$ cat config.mk
export PLATFORM = sky130hd
export DESIGN_NAME = afe_readout_sequencer
export DESIGN_NICKNAME = d
export VERILOG_FILES = /design/src/rtl/afe_seq_pkg.sv /design/src/rtl/afe_readout_sequencer_watchdog.sv /design/src/rtl/afe_readout_sequencer.sv
export SDC_FILE = /design/constraint.sdc
export NUM_CORES = 1
export LEC_CHECK = 0
export CAP_MARGIN = 40
export CELL_PAD_IN_SITES_DETAIL_PLACEMENT = 2
export CELL_PAD_IN_SITES_GLOBAL_PLACEMENT = 2
export CORE_MARGIN = 5
export CORE_UTILIZATION = 36
export DETAILED_ROUTE_END_ITERATION = 16
export DONT_BUFFER_PORTS = 1
export PLACE_DENSITY_LB_ADDON = 0.1
export SETUP_SLACK_MARGIN = 0.4
export SYNTH_ARGS = -nofsm -noshare
export SYNTH_HDL_FRONTEND = slang
export SYNTH_SLANG_ARGS = --single-unit
$ cat constraint.sdc
create_clock -name clk -period 2.45 [get_ports clk]
set_clock_uncertainty 0.1 [all_clocks]
set_input_delay 0.1225 -clock clk [delete_from_list [all_inputs] [get_ports clk]]
set_output_delay 0.1225 -clock clk [all_outputs]
set_load 0.1 [all_outputs]
$ cat src/rtl/afe_seq_pkg.sv
// afe_seq_pkg
// Shared types and constants for the AFE readout sequencer.
//   seq_state_t  : sequencer state encoding
//   AXIS_WORDS   : words per aggregator axis
//   FRAME_WORDS  : words per streamed frame (y-axis followed by x-axis)
//   IDX_W/DATA_W : aggregator read-index and data widths
//   WORD_W       : width of the in-frame word counter
//   WDOG_W       : width of the WAIT_FIN watchdog counter
package afe_seq_pkg;

  typedef enum logic [2:0] {
    ST_IDLE,
    ST_CLEAR,
    ST_CONV,
    ST_WAIT_FIN,
    ST_STREAM
  } seq_state_t;

  localparam int AXIS_WORDS  = 128;
  localparam int FRAME_WORDS = 256;
  localparam int IDX_W       = 7;
  localparam int DATA_W      = 16;
  localparam int WORD_W      = 8;
  localparam int WDOG_W      = 20;

endpackage

$ cat src/rtl/afe_readout_sequencer_watchdog.sv
// readout_watchdog
// Loadable down-counter that flags when the sequencer has waited too long
// for the aggregator.
//   clk, reset  : clock, asynchronous active-high reset
//   clear       : zero the counter (highest priority)
//   load        : load load_value
//   load_value  : reload value (number of enabled cycles minus one)
//   enable      : count down while high
//   expire      : high during the enabled cycle in which the count is zero
module readout_watchdog
  import afe_seq_pkg::*;
(
  input  logic              clk,
  input  logic              reset,
  input  logic              clear,
  input  logic              load,
  input  logic [WDOG_W-1:0] load_value,
  input  logic              enable,
  output logic              expire
);

  logic [WDOG_W-1:0] count_reg;

  always_ff @(posedge clk or posedge reset) begin
    if (reset) begin
      count_reg <= '0;
    end else if (clear) begin
      count_reg <= '0;
    end else if (load) begin
      count_reg <= load_value;
    end else if (enable && (count_reg != '0)) begin
      count_reg <= count_reg - 1'b1;
    end
  end

  // Counter stops at zero; expire is a pulse for as long as the owner keeps
  // enable high, which the sequencer drops by leaving WAIT_FIN.
  assign expire = enable && (count_reg == '0);

endmodule

$ cat src/rtl/afe_readout_sequencer.sv
// afe_readout_sequencer
// Frame-level controller for data_aggregator: clears the aggregator, pulses
// the AFE conversion trigger, waits for the aggregator to finish, then streams
// y[0..127] followed by x[0..127] over a valid/ready interface.
// Ports:
//   clk, reset                : clock, asynchronous active-high reset
//   start, abort              : frame request (IDLE only), return-to-IDLE
//   busy                      : high outside IDLE
//   agg_clear, afe_conv       : aggregator synchronous reset, AFE trigger
//   agg_finished              : aggregator finished flag
//   read_index_yaxis/xaxis    : aggregator read indices
//   agg_data_yaxis/xaxis      : aggregator read data
//   m_data, m_valid, m_ready, m_last : output stream
//   frame_count               : completed frames, wrapping
//   timeout_err               : sticky watchdog flag
// Compile-time option: define READOUT_TIMEOUT_EN to build the WAIT_FIN
// watchdog (TIMEOUT_CYCLES); otherwise WAIT_FIN waits forever and
// timeout_err is tied low.
module afe_readout_sequencer
  import afe_seq_pkg::*;
#(
  parameter int unsigned CONV_PULSE_CYCLES = 4,
  parameter int unsigned TIMEOUT_CYCLES    = 65535
) (
  input  logic              clk,
  input  logic              reset,
  input  logic              start,
  input  logic              abort,
  output logic              busy,
  output logic              agg_clear,
  output logic              afe_conv,
  input  logic              agg_finished,
  output logic [IDX_W-1:0]  read_index_yaxis,
  output logic [IDX_W-1:0]  read_index_xaxis,
  input  logic [DATA_W-1:0] agg_data_yaxis,
  input  logic [DATA_W-1:0] agg_data_xaxis,
  output logic [DATA_W-1:0] m_data,
  output logic              m_valid,
  input  logic              m_ready,
  output logic              m_last,
  output logic [15:0]       frame_count,
  output logic              timeout_err
);

  localparam logic [WORD_W-1:0] LAST_WORD = WORD_W'(FRAME_WORDS - 1);
  localparam logic [7:0]        CONV_LOAD = 8'(CONV_PULSE_CYCLES - 1);

  seq_state_t        state_reg;
  logic [WORD_W-1:0] word_reg;
  logic [7:0]        conv_cnt_reg;
  logic              busy_reg;
  logic              agg_clear_reg;
  logic              afe_conv_reg;
  logic              m_valid_reg;
  logic              m_last_reg;
  logic [15:0]       frame_count_reg;
  logic              in_stream;

`ifdef READOUT_TIMEOUT_EN
  logic wd_expire;
  logic timeout_err_reg;

  // Reloaded on every CONV cycle so the count is fresh on entry to WAIT_FIN.
  readout_watchdog u_watchdog (
    .clk        (clk),
    .reset      (reset),
    .clear      (abort),
    .load       (state_reg == ST_CONV),
    .load_value (WDOG_W'(TIMEOUT_CYCLES - 1)),
    .enable     (state_reg == ST_WAIT_FIN),
    .expire     (wd_expire)
  );

  always_ff @(posedge clk or posedge reset) begin
    if (reset) begin
      timeout_err_reg <= 1'b0;
    end else if (!abort) begin
      if ((state_reg == ST_IDLE) && start) begin
        timeout_err_reg <= 1'b0;
      end else if ((state_reg == ST_WAIT_FIN) && !agg_finished && wd_expire) begin
        timeout_err_reg <= 1'b1;
      end
    end
  end

  assign timeout_err = timeout_err_reg;
`else
  logic [WDOG_W-1:0] unused_timeout_cycles;
  assign unused_timeout_cycles = WDOG_W'(TIMEOUT_CYCLES);
  assign timeout_err = 1'b0;
`endif

  always_ff @(posedge clk or posedge reset) begin
    if (reset) begin
      state_reg       <= ST_IDLE;
      word_reg        <= '0;
      conv_cnt_reg    <= '0;
      busy_reg        <= 1'b0;
      agg_clear_reg   <= 1'b0;
      afe_conv_reg    <= 1'b0;
      m_valid_reg     <= 1'b0;
      m_last_reg      <= 1'b0;
      frame_count_reg <= '0;
    end else if (abort) begin
      // Truncates any frame in flight; frame_count only counts complete frames.
      state_reg     <= ST_IDLE;
      word_reg      <= '0;
      busy_reg      <= 1'b0;
      agg_clear_reg <= 1'b0;
      afe_conv_reg  <= 1'b0;
      m_valid_reg   <= 1'b0;
      m_last_reg    <= 1'b0;
    end else begin
      case (state_reg)
        ST_IDLE: begin
          if (start) begin
            state_reg     <= ST_CLEAR;
            busy_reg      <= 1'b1;
            agg_clear_reg <= 1'b1;
          end
        end
        ST_CLEAR: begin
          state_reg     <= ST_CONV;
          agg_clear_reg <= 1'b0;
          afe_conv_reg  <= 1'b1;
          conv_cnt_reg  <= CONV_LOAD;
        end
        ST_CONV: begin
          if (conv_cnt_reg == '0) begin
            state_reg    <= ST_WAIT_FIN;
            afe_conv_reg <= 1'b0;
          end else begin
            conv_cnt_reg <= conv_cnt_reg - 1'b1;
          end
        end
        ST_WAIT_FIN: begin
          // finished is only trusted here: the aggregator was cleared first.
          if (agg_finished) begin
            state_reg   <= ST_STREAM;
            word_reg    <= '0;
            m_valid_reg <= 1'b1;
            m_last_reg  <= 1'b0;
          end
`ifdef READOUT_TIMEOUT_EN
          else if (wd_expire) begin
            state_reg <= ST_IDLE;
            busy_reg  <= 1'b0;
          end
`endif
        end
        ST_STREAM: begin
          if (m_ready) begin
            if (word_reg == LAST_WORD) begin
              state_reg       <= ST_IDLE;
              word_reg        <= '0;
              busy_reg        <= 1'b0;
              m_valid_reg     <= 1'b0;
              m_last_reg      <= 1'b0;
              frame_count_reg <= frame_count_reg + 1'b1;
            end else begin
              word_reg   <= word_reg + 1'b1;
              // m_last is registered, so raise it as the counter steps onto 255.
              m_last_reg <= (word_reg == (LAST_WORD - 1'b1));
            end
          end
        end
        default: begin
          state_reg <= ST_IDLE;
        end
      endcase
    end
  end

  assign in_stream = (state_reg == ST_STREAM);

  assign read_index_yaxis = in_stream ? word_reg[IDX_W-1:0] : '0;
  assign read_index_xaxis = in_stream ? word_reg[IDX_W-1:0] : '0;

  // Word counter MSB picks the axis: 0..127 y-axis, 128..255 x-axis.
  genvar gi;
  generate
    for (gi = 0; gi < DATA_W; gi++) begin : g_data_mux
      assign m_data[gi] = in_stream &
                          (word_reg[IDX_W] ? agg_data_xaxis[gi] : agg_data_yaxis[gi]);
    end
  endgenerate

  assign busy        = busy_reg;
  assign agg_clear   = agg_clear_reg;
  assign afe_conv    = afe_conv_reg;
  assign m_valid     = m_valid_reg;
  assign m_last      = m_last_reg;
  assign frame_count = frame_count_reg;

endmodule

## Word-level counts from Yosys, hierarchy flattened

Index checks and enable logic that the tools add are counted.

- Logic and storage cells: 105
- Input port bits: 38
- Output and inout port bits: 52
- Register bits after elaboration: 40

- Reductions and logical operators: 15
- Mux-type cells: 49
- Bitwise gates (word level): 17
- $add $sub $neg: 3
- Eq/ne operators: 12

Operator list:

| kind | number |
|---|---|
| 2-to-1 mux 8 bit | 5 |
| case mux 8 bit (2 select lines) | 2 |
| 2-to-1 mux 1 bit | 29 |
| 2-to-1 mux 3 bit | 6 |
| adder 16 x 1 -> 16 bit, second input constant | 1 |
| bitwise AND 1 bit | 16 |
| == test 8 bit, second input constant | 2 |
| case mux 3 bit (5 select lines) | 1 |
| != test 3 bit, second input constant | 4 |
| AND reduction 4 bit | 3 |
| nonzero test 3 bit | 4 |
| case mux 1 bit (2 select lines) | 5 |
| adder 8 x 1 -> 8 bit, second input constant | 1 |
| zero test 8 bit | 1 |
| subtractor 8 x 1 -> 8 bit, second input constant | 1 |
| 2-to-1 mux 7 bit | 1 |
| == test 3 x 2 -> 1 bit, second input constant | 2 |
| AND reduction 3 bit | 2 |
| AND reduction 5 bit | 1 |
| AND reduction 2 bit | 2 |
| == test 3 x 1 -> 1 bit, second input constant | 1 |
| == test 3 bit, second input constant | 1 |
| zero test 3 bit | 1 |
| != test 3 x 2 -> 1 bit, second input constant | 1 |
| other kinds (3) | 3 |

## Logic depth before layout (Yosys ltp)

Gate-level depths: netlist of run 1.

- Depth after elaboration: 5
- Mapped depth: 7

## Worst setup path after synthesis of run 1

No wires, ideal clock.

- Kind: reg-to-output
- From: reg state_reg[1]
- To: out read_index_yaxis[0]
- Cell stages (with the launch flop): 7
- Setup slack: -0.669 ns
- Data required time: 2.227 ns
- Arrival time: 2.897 ns
- Cells stage by stage: dfrtp_1 > clkbuf_1 > nor2_1 > nand2_1 > clkbuf_1 > nor2_1 > buf_4

- Cells in the longest elaborated chain, start to end: 2

Ends and longest elaborated chain:

| element | line | source |
|---|---|---|
| start: declaration | afe_readout_sequencer.sv:48 | `seq_state_t state_reg;` |
| start signal: assignment | afe_readout_sequencer.sv:95 | `state_reg <= ST_IDLE;` |
| start signal: assignment | afe_readout_sequencer.sv:106 | `state_reg <= ST_IDLE;` |
| start signal: assignment | afe_readout_sequencer.sv:117 | `state_reg <= ST_CLEAR;` |
| == test 3 bit | afe_readout_sequencer.sv:174 | `assign in_stream = (state_reg == ST_STREAM);` |
| 2-to-1 mux 7 bit | -- |  |
| end: declaration | afe_readout_sequencer.sv:33 | `output logic [IDX_W-1:0] read_index_yaxis,` |

No other way between the ends.

## Final worst setup path of run 1

- From: reg state_reg[0]
- To: reg frame_count_reg[6] (netlist: frame_count[6])

- Cells in the longest elaborated chain, start to end: 2

Ends and longest elaborated chain:

| element | line | source |
|---|---|---|
| == test 3 bit | afe_readout_sequencer.sv:114 | `case (state_reg)` |
| AND reduction 4 bit (no source line) | -- |  |
| end signal: assignment | afe_readout_sequencer.sv:159 | `frame_count_reg <= frame_count_reg + 1'b1;` |
| end: declaration | afe_readout_sequencer.sv:56 | `logic [15:0] frame_count_reg;` |

No other way between the ends.
A chain may end at the register's enable or synchronous reset.

==> impl_metrics.yaml, run 1 <==
synth:
  synthMuxAreaShare_pct: 7.57
  netlist_top_cells_area: "dfrtp_1 42%, mux2i_1 7.1%, xnor2_1 6.6%, nor2_1 5.6%, nand2_1 3.1%"
  synthFlopType: "dfrtp_1"
  synth_nets: 305
  synth_cell_types: 45
  synth-seq-cells: 40
  synth_enable_flop_cells: 0
  synth-xor-area-share_pct: 7.31
  yosys.area.top_type: "dfrtp_1"
  synth_cells: 262
  synth.top_cell.area_share_pct: 41.8
  synth-compound-area-share_pct: 11.4
  seq_area_frac_synth_pct: 41.8
  synth_fa_ha_area_share_pct: 2.61
  synth_warnings: 0
  synth_top_family_by_area: "simple AND/OR/NAND/NOR gates"
  synth.avg_cell_area_um2: 9.15
  async_flop_share_pct: 100
  synth-simple-area-share_pct: 23.7
  syn-cell-area_mm2: 0.00240
pwr:
  pwr_density_cell_mw_per_mm2: 556
  cellLeakagePower_uw: 0.00150
  peakVddDrop_mv: 0.287
layout:
  layout_common_cells: "45 x buf_4, 29 x dfrtp_1, 18 x nor2_1, 18 x nand2_1, 18 x xnor2_1"
  diodes: 0
  regArea_mm2: 0.00101
  fin_nets: 366
  largest_reg_flops: 16
  areaGrowthSynthToFinish_pct: 45.9
  multi_input_area_mm2: 0.00143
  layout_commonest_cell: "buf_4"
  drive_gt1_share_pct: 40.1
  fillerInstances: 636
global_routing:
  grt_max_degree: 26
  grt.overflow.total: 0
  antenna_found_initial: 0
  track_usage_pct: 20.6
  grt_pass1_vias: 2573
  grt_pass1_wl_mm: 13.9
setup_path:
  r2r_slack_ns: 0.25
  start_kind: "flop"
  crit_path_end_kind: "flop"
  required_ns: 2.54
  cp.arrival_ns: 2.29
  path_max_fanout: 6
  crit_type: "reg -> reg"
timing:
  fmax_ghz: 0.455
  hold_viol_final: 0
  slew_violations: 0
  fin_crit_sh_pct: 89.6
  fin_ws_ns: 0.254
  fin_crit_ns: 2.20
  rsz0062_at_grt: "true"
  hold_ws_ns: 0.00379
  setup_viol: 0
  slew-limit-headroom_pct: 53.4
  tns_ns: 0
  tightestPinTransition_ns: 0.698
clocking:
  cts_root_buf: "clkbuf_8"
  htree_levels: 2
  insertion_delay_ns: 0.31
  path_clk_slew_ns: 0.10
  clock-sinks: 40
  cts_buffers: 5
  cts_tree: "done"
  cts_max_path_buffers: 2
route:
  drt.antenna.violating_nets: 0
  detail_route.wl_per_cell_um: 25.9
  route.detailed.drc: 0
  drt_pass1_iterations: 4
  drt_iter0_drc: 93
  wl_mm: 10.4
  vias: 2350
  viasPerCell: 5.86
die:
  core_mm2: 0.00642
  io_pins: 90
  fp.dieArea_mm2: 0.00839
  rows: 29
  initial_utilization_pct: 37.3
  fp.dieW_um: 91.6
  fp.dieH_um: 91.6
placement:
  gp_congestion: 0.753
  io_buffers: 0
  preCtsSetupSlack_ns: 0.211
  dp_hpwl_mm: 5.77
hold_path:
  min_path_type: "in -> reg"
run:
  maxCapViolCount: 0
status:
  status: "completed"
-- logic make-up (layout without fill, tap and decap cells) --
kind of cell	count (synthesis)	in the layout
other	1	1
adder cells (fa/ha/maj)	5	5
AO/OA/AOI/OAI	42	42
AND/OR/NAND/NOR	110	110
buffers and inverters	26	88
flip-flops	40	40
XOR/XNOR	20	20
multiplexers	18	18
-- what timing repair did --
item / 4_1_cts / 5_1_grt
hold buffers: 6 / 0
pin swaps: 3 / 7
gates cloned: 0 / 0
buffers inserted: 4 / 13
endpoints found under the setup margin: 35 / 50
endpoints found under the hold margin: 24 / 0
gates resized for setup: 11 / 12
-- area by class of cell --
class                      count  share of cell area, %
multi-input combinational    196                   41.0
sequential                    40                   29.0
timing repair buffer          73                   23.3
tap                           77                   2.75
clock buffer                   5                   1.97
clock inverter                 3                   1.22
inverter                       7                  0.751
-- worst max-delay path, stage by stage (launching register included) --
cell     delay [ns]
dfrtp_1        0.44
or4b_4         0.59
buf_4          0.19
nor4_4         0.26
buf_4          0.21
nand3_1        0.12
xnor2_1        0.16
-- cells in the mapped netlist (2+ instances only) --
cell and number:
dfrtp_1 40, o21ai_0 14, xnor2_1 18, nand4_1 3, ha_1 5, and3_1 7
nor2_1 36, o31ai_1 2, o41ai_1 2, clkbuf_1 7, and4_1 2, nand3_1 12
buf_4 8, mux2i_1 17, nand2_1 20, nor2b_1 2, xor2_1 2, a211oi_1 4
a31oi_1 5, nor3_1 8, nand2b_1 3, a21oi_1 8, and2_1 7, buf_2 3
inv_1 7
-- report_power, final --
| part | leakage, uW | switching (uW) | internal (uW) |
|---|---|---|---|
| clock network | 0.0000541 | 295 | 303 |
| registers | 0.000524 | 37.7 | 691 |
| logic | 0.000920 | 405 | 213 |
-- metal layers --
| layer | share of wire [%] | global-route usage [%] | vias up | wire, um |
|---|---|---|---|---|
| met2 | 53 | 37.7 | 93 | 5530 |
| met5 | 0 | 0 | - | 0 |
| li1 | - | - | 1032 | - |
| met3 | 5.1 | 4.71 | 12 | 532 |
| met4 | 1.3 | 3.52 | 0 | 139 |
| met1 | 40 | 24.8 | 1213 | 4170 |
-- worst paths after layout --
kind | from | end | cells past startpoint
max | state_reg[0]$_DFFE_PP0P_ | frame_count[6]$_DFFE_PP0P_ | 6
min | abort | word_reg[2]$_DFFE_PP0P_ | 3
max reg2reg | state_reg[0]$_DFFE_PP0P_ | frame_count[6]$_DFFE_PP0P_ | 6
min reg2reg | frame_count[0]$_DFFE_PP0P_ | frame_count[0]$_DFFE_PP0P_ | 1
max in group asynchronous | reset | word_reg[1]$_DFFE_PP0P_ | 3
min in group asynchronous | reset | frame_count[11]$_DFFE_PP0P_ | 2
-- metrics by stage --
| stage | util [%] | instances | cell area (um^2) | power, uW |
|---|---|---|---|---|
| final | 54.5 | 401 | 3500 | 1940 |
| after global routing | 54.5 | 401 | 3500 | 2010 |
| after CTS | 52.1 | 388 | 3350 | 1850 |
| after detailed placement | 48.3 | 370 | 3100 | 1250 |
| after global placement | 47.9 | 369 | 3080 | 1220 |
| after floorplan | - | 262 | 2500 | 1070 |
No activity file was read; power rests on OpenSTA's default activity.
==> inputs of run 2 (changes only) <==
- SETUP_SLACK_MARGIN: 0.4 -> 0.15
==> impl_metrics.yaml, run 2 (synthesis results as in run 1) <==
setup_path:
  r2r_slack_ns: 0.28
  timing.rr.end: "conv_cnt_reg[5]$_DFFE_PP0P_"
  critPathMaxStageDelay_ns: 0.64
  critPathSlowestCell: "or4_1"
  endpoint: "conv_cnt_reg[5]$_DFFE_PP0P_"
  crit_path_end_kind: "flop"
  path_max_fanout: 6
  crit_type: "reg -> reg"
  path_cells: "or4_1, o311ai_4, a21boi_1, a31oi_1, a41o_1"
  start_kind: "flop"
  critPathLaunch: "conv_cnt_reg[4]$_DFFE_PP0P_"
  r2r_cells: 5
  cp.arrival_ns: 2.31
  reg2reg_from: "conv_cnt_reg[4]$_DFFE_PP0P_"
  required_ns: 2.58
route:
  drt.antenna.violating_nets: 0
  viasPerCell: 5.45
  vias: 2126
  wl_mm: 7.56
  drt_iter0_drc: 79
  detail_route.wl_per_cell_um: 19.4
  drt_pass1_iterations: 4
  route.detailed.drc: 0
die:
  fp.dieW_um: 91.6
  io_pins: 90
  initial_utilization_pct: 37.3
  fp.dieH_um: 91.6
  rows: 29
  core_mm2: 0.00642
  fp.dieArea_mm2: 0.00839
clocking:
  cts_max_path_buffers: 2
  cts_root_buf: "clkbuf_8"
  insertion_delay_ns: 0.30
  htree_levels: 2
  path_clk_slew_ns: 0.09
  clock-sinks: 40
  cts_buffers: 5
  cts_tree: "done"
  post-cts-setup-buffer-count: 0
run:
  maxCapViolCount: 0
global_routing:
  grt_pass1_wl_mm: 12.7
  track_usage_pct: 18.7
  grt_max_degree: 41
  grt.overflow.total: 0
  grt_pass1_vias: 2366
  antenna_found_initial: 0
placement:
  gp_congestion: 0.784
  io_buffers: 0
  dp_hpwl_mm: 5.58
  dp.cells: 377
layout:
  fin_cells: 390
  largest_reg_flops: 16
  fin_nets: 355
  layout_common_cells: "49 x buf_4, 39 x dfrtp_1, 20 x nand2_1"
  areaGrowthSynthToFinish_pct: 32.0
  layout_commonest_cell: "buf_4"
  diodes: 0
  fillerInstances: 668
  drive_gt1_share_pct: 31.3
timing:
  tightestPinTransition_ns: 0.567
  rsz0062_at_grt: "false"
  fin_crit_ns: 2.17
  slew-limit-headroom_pct: 61.2
  slew_violations: 0
  hold_viol_final: 0
  fmax_ghz: 0.460
  hold_ws_ns: 0.00554
  setup_viol: 0
  fin_crit_sh_pct: 88.7
  tns_ns: 0
hold_path:
  min_path_type: "in -> reg"
pwr:
  pwr_density_cell_mw_per_mm2: 558
  peakVddDrop_mv: 0.324
  power.total_uw: 1770
  cellLeakagePower_uw: 0.00141
status:
  status: "completed"
run 2: cell count changes in the layout (fill, tap and decap cells not counted), moves of 3 or more:
cell | before | now
dfrtp_1 | 29 | 39
dfrtp_2 | 11 | 1
and2_2 | 0 | 6
buf_4 | 45 | 49
nand3_1 | 8 | 12
buf_12 | 17 | 7
and2_4 | 6 | 0
buf_6 | 3 | 0
nand3_2 | 3 | 0
run 2: worst min-delay path by stage:
stage,startpoint,end,slack [ns],cells after the start
floorplan,agg_finished,state_reg[1]$_DFFE_PP0P_,0.13,1
global placement,reset,frame_count[6]$_DFFE_PP0P_,0.09,2
detailed placement,reset,conv_cnt_reg[3]$_DFFE_PP0P_,0.09,2
CTS,abort,state_reg[2]$_DFFE_PP0P_,0.006,2
global route,abort,state_reg[2]$_DFFE_PP0P_,0.007,2
finish,abort,word_reg[2]$_DFFE_PP0P_,0.006,3
run 2: final cells by class:
cell class | instances | area (um^2) | area share (%)
well taps | 77 | 96.3 | 3.04
clock buffers | 5 | 68.8 | 2.17
flip-flops and latches | 40 | 1000 | 31.7
repair buffers | 62 | 586 | 18.5
clock inverters | 3 | 47.5 | 1.50
inverters | 7 | 26.3 | 0.830
multi-input cells | 196 | 1340 | 42.3
run 2: what timing repair did:
item                                    in CTS  in global routing
pin swaps                                    0                  1
endpoints found under the setup margin       1                  4
resized for setup                            1                  2
endpoints found under the hold margin       49                  0
hold buffers                                 5                  0
run 2: report_power, final:
part	switching (uW)	internal [uW]	total (uW)
clock	265	307	573
sequential	32.5	690	723
combinational	347	124	471
run 2: worst max-delay path, delay by kind of cell (launching register included):
kind            cells  cell delay (ns)
flops               1             0.41
simple gates        1             0.64
compound gates      4             0.96
run 2: metal layers:
layer / share of wire, % / vias to the layer above / global-route usage, %
met5: 0 / - / 0
met4: 0.90 / 0 / 3.64
met3: 4.4 / 8 / 4.30
met2: 52 / 55 / 32.9
met1: 43 / 1052 / 23.4
li1: - / 1011 / -
run 2: per-stage QoR:
| step | utilization [%] | area (um^2) | setup WS, ns |
|---|---|---|---|
| 2_1_floorplan | - | 2410 | -0.174 |
| 3_3_place_gp | 46.0 | 2950 | 0.283 |
| 3_5_place_dp | 46.4 | 2980 | 0.202 |
| 4_1_cts | 49.2 | 3160 | 0.228 |
| 5_1_grt | 49.3 | 3160 | 0.162 |
| 6_report | 49.3 | 3160 | 0.276 |
==> inputs of run 3 (changes only) <==
- CORE_MARGIN: 5 -> unset
- REMOVE_ABC_BUFFERS: unset -> 1
==> impl_metrics.yaml, run 3 (synthesis results as in run 1) <==
setup_path:
  cp.arrival_ns: 2.29
  required_ns: 2.54
  critPathSlowestCell: "or4_1"
  path_max_fanout: 6
  crit_family: "compound AO/OA/AOI/OAI gates"
  critPathMaxStageDelay_ns: 0.66
  crit_type: "reg -> reg"
  path_cells: "or4_1, o311ai_4, a21boi_1, a41o_1"
  start_kind: "flop"
  crit_path_end_kind: "flop"
  critPathBufInv: 0
clocking:
  cts_root_buf: "clkbuf_8"
  htree_levels: 2
  cts_buffers: 5
  cts_max_path_buffers: 2
  cts_tree: "done"
  insertion_delay_ns: 0.30
  clock-sinks: 40
  post-cts-setup-buffer-count: 0
  path_clk_slew_ns: 0.08
die:
  initial_utilization_pct: 37.5
  fp.dieH_um: 83.6
  fp.dieW_um: 83.6
  fp.dieArea_mm2: 0.00699
  core_mm2: 0.00639
  rows: 29
  io_pins: 90
layout:
  fin_cells: 391
  design_area_mm2: 0.00316
  multi_input_area_mm2: 0.00134
  layout_commonest_cell: "buf_4"
  utilization_pct: 49.5
  diodes: 0
  drive_gt1_share_pct: 30.6
  fin_nets: 356
  regArea_mm2: 0.00100
  areaGrowthSynthToFinish_pct: 32.0
  fillerInstances: 685
  layout_common_cells: "49 x buf_4, 40 x dfrtp_1, 20 x nand2_1"
  largest_reg_flops: 16
global_routing:
  grt_pass1_wl_mm: 12.3
  grtUsageMet1_pct: 27.0
  grt_pass1_vias: 2356
  grt.overflow.total: 0
  grt_max_degree: 41
  track_usage_pct: 22.4
  busiest_layer: "met2"
  grt_use_met2_pct: 40.6
  antenna_found_initial: 0
  use_met3_pct: 3.56
placement:
  preCtsSetupSlack_ns: 0.201
  dp.cells: 377
  dp_hpwl_mm: 5.15
  gp_congestion: 0.776
  placed_area_mm2: 0.00298
  io_buffers: 0
route:
  viasPerCell: 5.45
  wl_mm: 7.57
  detail_route.wl_per_cell_um: 19.3
  vias: 2132
  route.detailed.drc: 0
  drt_iter0_drc: 58
  drt.antenna.violating_nets: 0
  drt_pass1_iterations: 4
timing:
  hold_viol_final: 0
  fin_ws_ns: 0.252
  slew_violations: 0
  tightestPinTransition_ns: 0.531
  rsz0062_at_grt: "false"
  setup_viol: 0
  fin_crit_ns: 2.20
  fin_crit_sh_pct: 89.7
  fmax_ghz: 0.455
  slew-limit-headroom_pct: 63.7
status:
  status: "completed"
run:
  maxCapViolCount: 0
pwr:
  p_seq_share_pct: 41.1
  power.total_uw: 1760
  switchingPower_uw: 637
  internal-power_uw: 1120
  pwr_density_cell_mw_per_mm2: 555
  cellLeakagePower_uw: 0.00141
  power_frac_comb_pct: 27.2
  clockPowerShare_pct: 31.7
  switching_share_pct: 36.3
  peakVddDrop_mv: 0.275
hold_path:
  min_path_type: "in -> reg"
## run 3: changes by cell type in the layout (fill, tap and decap cells not counted)
cell	delta
clkinv_4	-2
clkbuf_1	+1
clkinv_2	+1
dfrtp_1	+1
dfrtp_2	-1
dlygate4sd3_1	+1
o21ai_0	-1
o21ai_1	+1
## run 3: final timing paths
path | from | endpoint | slack [ns] | cells past startpoint
setup / recovery | conv_cnt_reg[4]$_DFFE_PP0P_ | conv_cnt_reg[5]$_DFFE_PP0P_ | 0.25 | 4
hold / removal | abort | state_reg[2]$_DFFE_PP0P_ | 0.006 | 2
setup reg to reg | conv_cnt_reg[4]$_DFFE_PP0P_ | conv_cnt_reg[5]$_DFFE_PP0P_ | 0.25 | 4
hold reg to reg | frame_count[13]$_DFFE_PP0P_ | frame_count[13]$_DFFE_PP0P_ | 0.40 | 1
max in group asynchronous | reset | frame_count[3]$_DFFE_PP0P_ | 1.58 | 3
min in group asynchronous | reset | agg_clear$_DFFE_PP0P_ | 0.30 | 3
## run 3: metal layers
| metal | share of wire [%] | wire length (um) | vias to the layer above |
|---|---|---|---|
| met3 | 3.0 | 228 | 9 |
| li1 | - | - | 1007 |
| met2 | 54 | 4060 | 47 |
| met4 | 1.3 | 99 | 0 |
| met1 | 42 | 3180 | 1069 |
| met5 | 0 | 0 | - |
## run 3: timing repair
action | 4_1_cts | 5_1_grt
hold buffers | 6 | 0
endpoints found under the hold margin | 49 | 0
setup endpoints to repair | 1 | 7
gates resized for setup | 1 | 3
## run 3: final cells by class
class | count | area share, %
inverter | 7 | 0.830
timing repair buffer | 63 | 18.8
multi-input combinational | 196 | 42.3
clock inverter | 2 | 1.11
sequential | 40 | 31.6
tap | 77 | 3.04
clock buffer | 6 | 2.29
## run 3: metrics by stage
stage,hold slack [ns],TNS [ns]
floorplan,0.0893,-3.60
global placement,0.0866,0
detailed placement,0.0898,0
CTS,0.0147,0
global route,0.0409,0
finish,0.00633,0
## run 3: power by group through the flow
stage | clock (uW) | combinational [uW] | sequential, uW
after global routing | 585 | 505 | 726
after global placement | 0 | 419 | 744
final | 556 | 478 | 722
after detailed placement | 0 | 456 | 733
after floorplan | 0 | 268 | 785
after CTS | 563 | 471 | 721
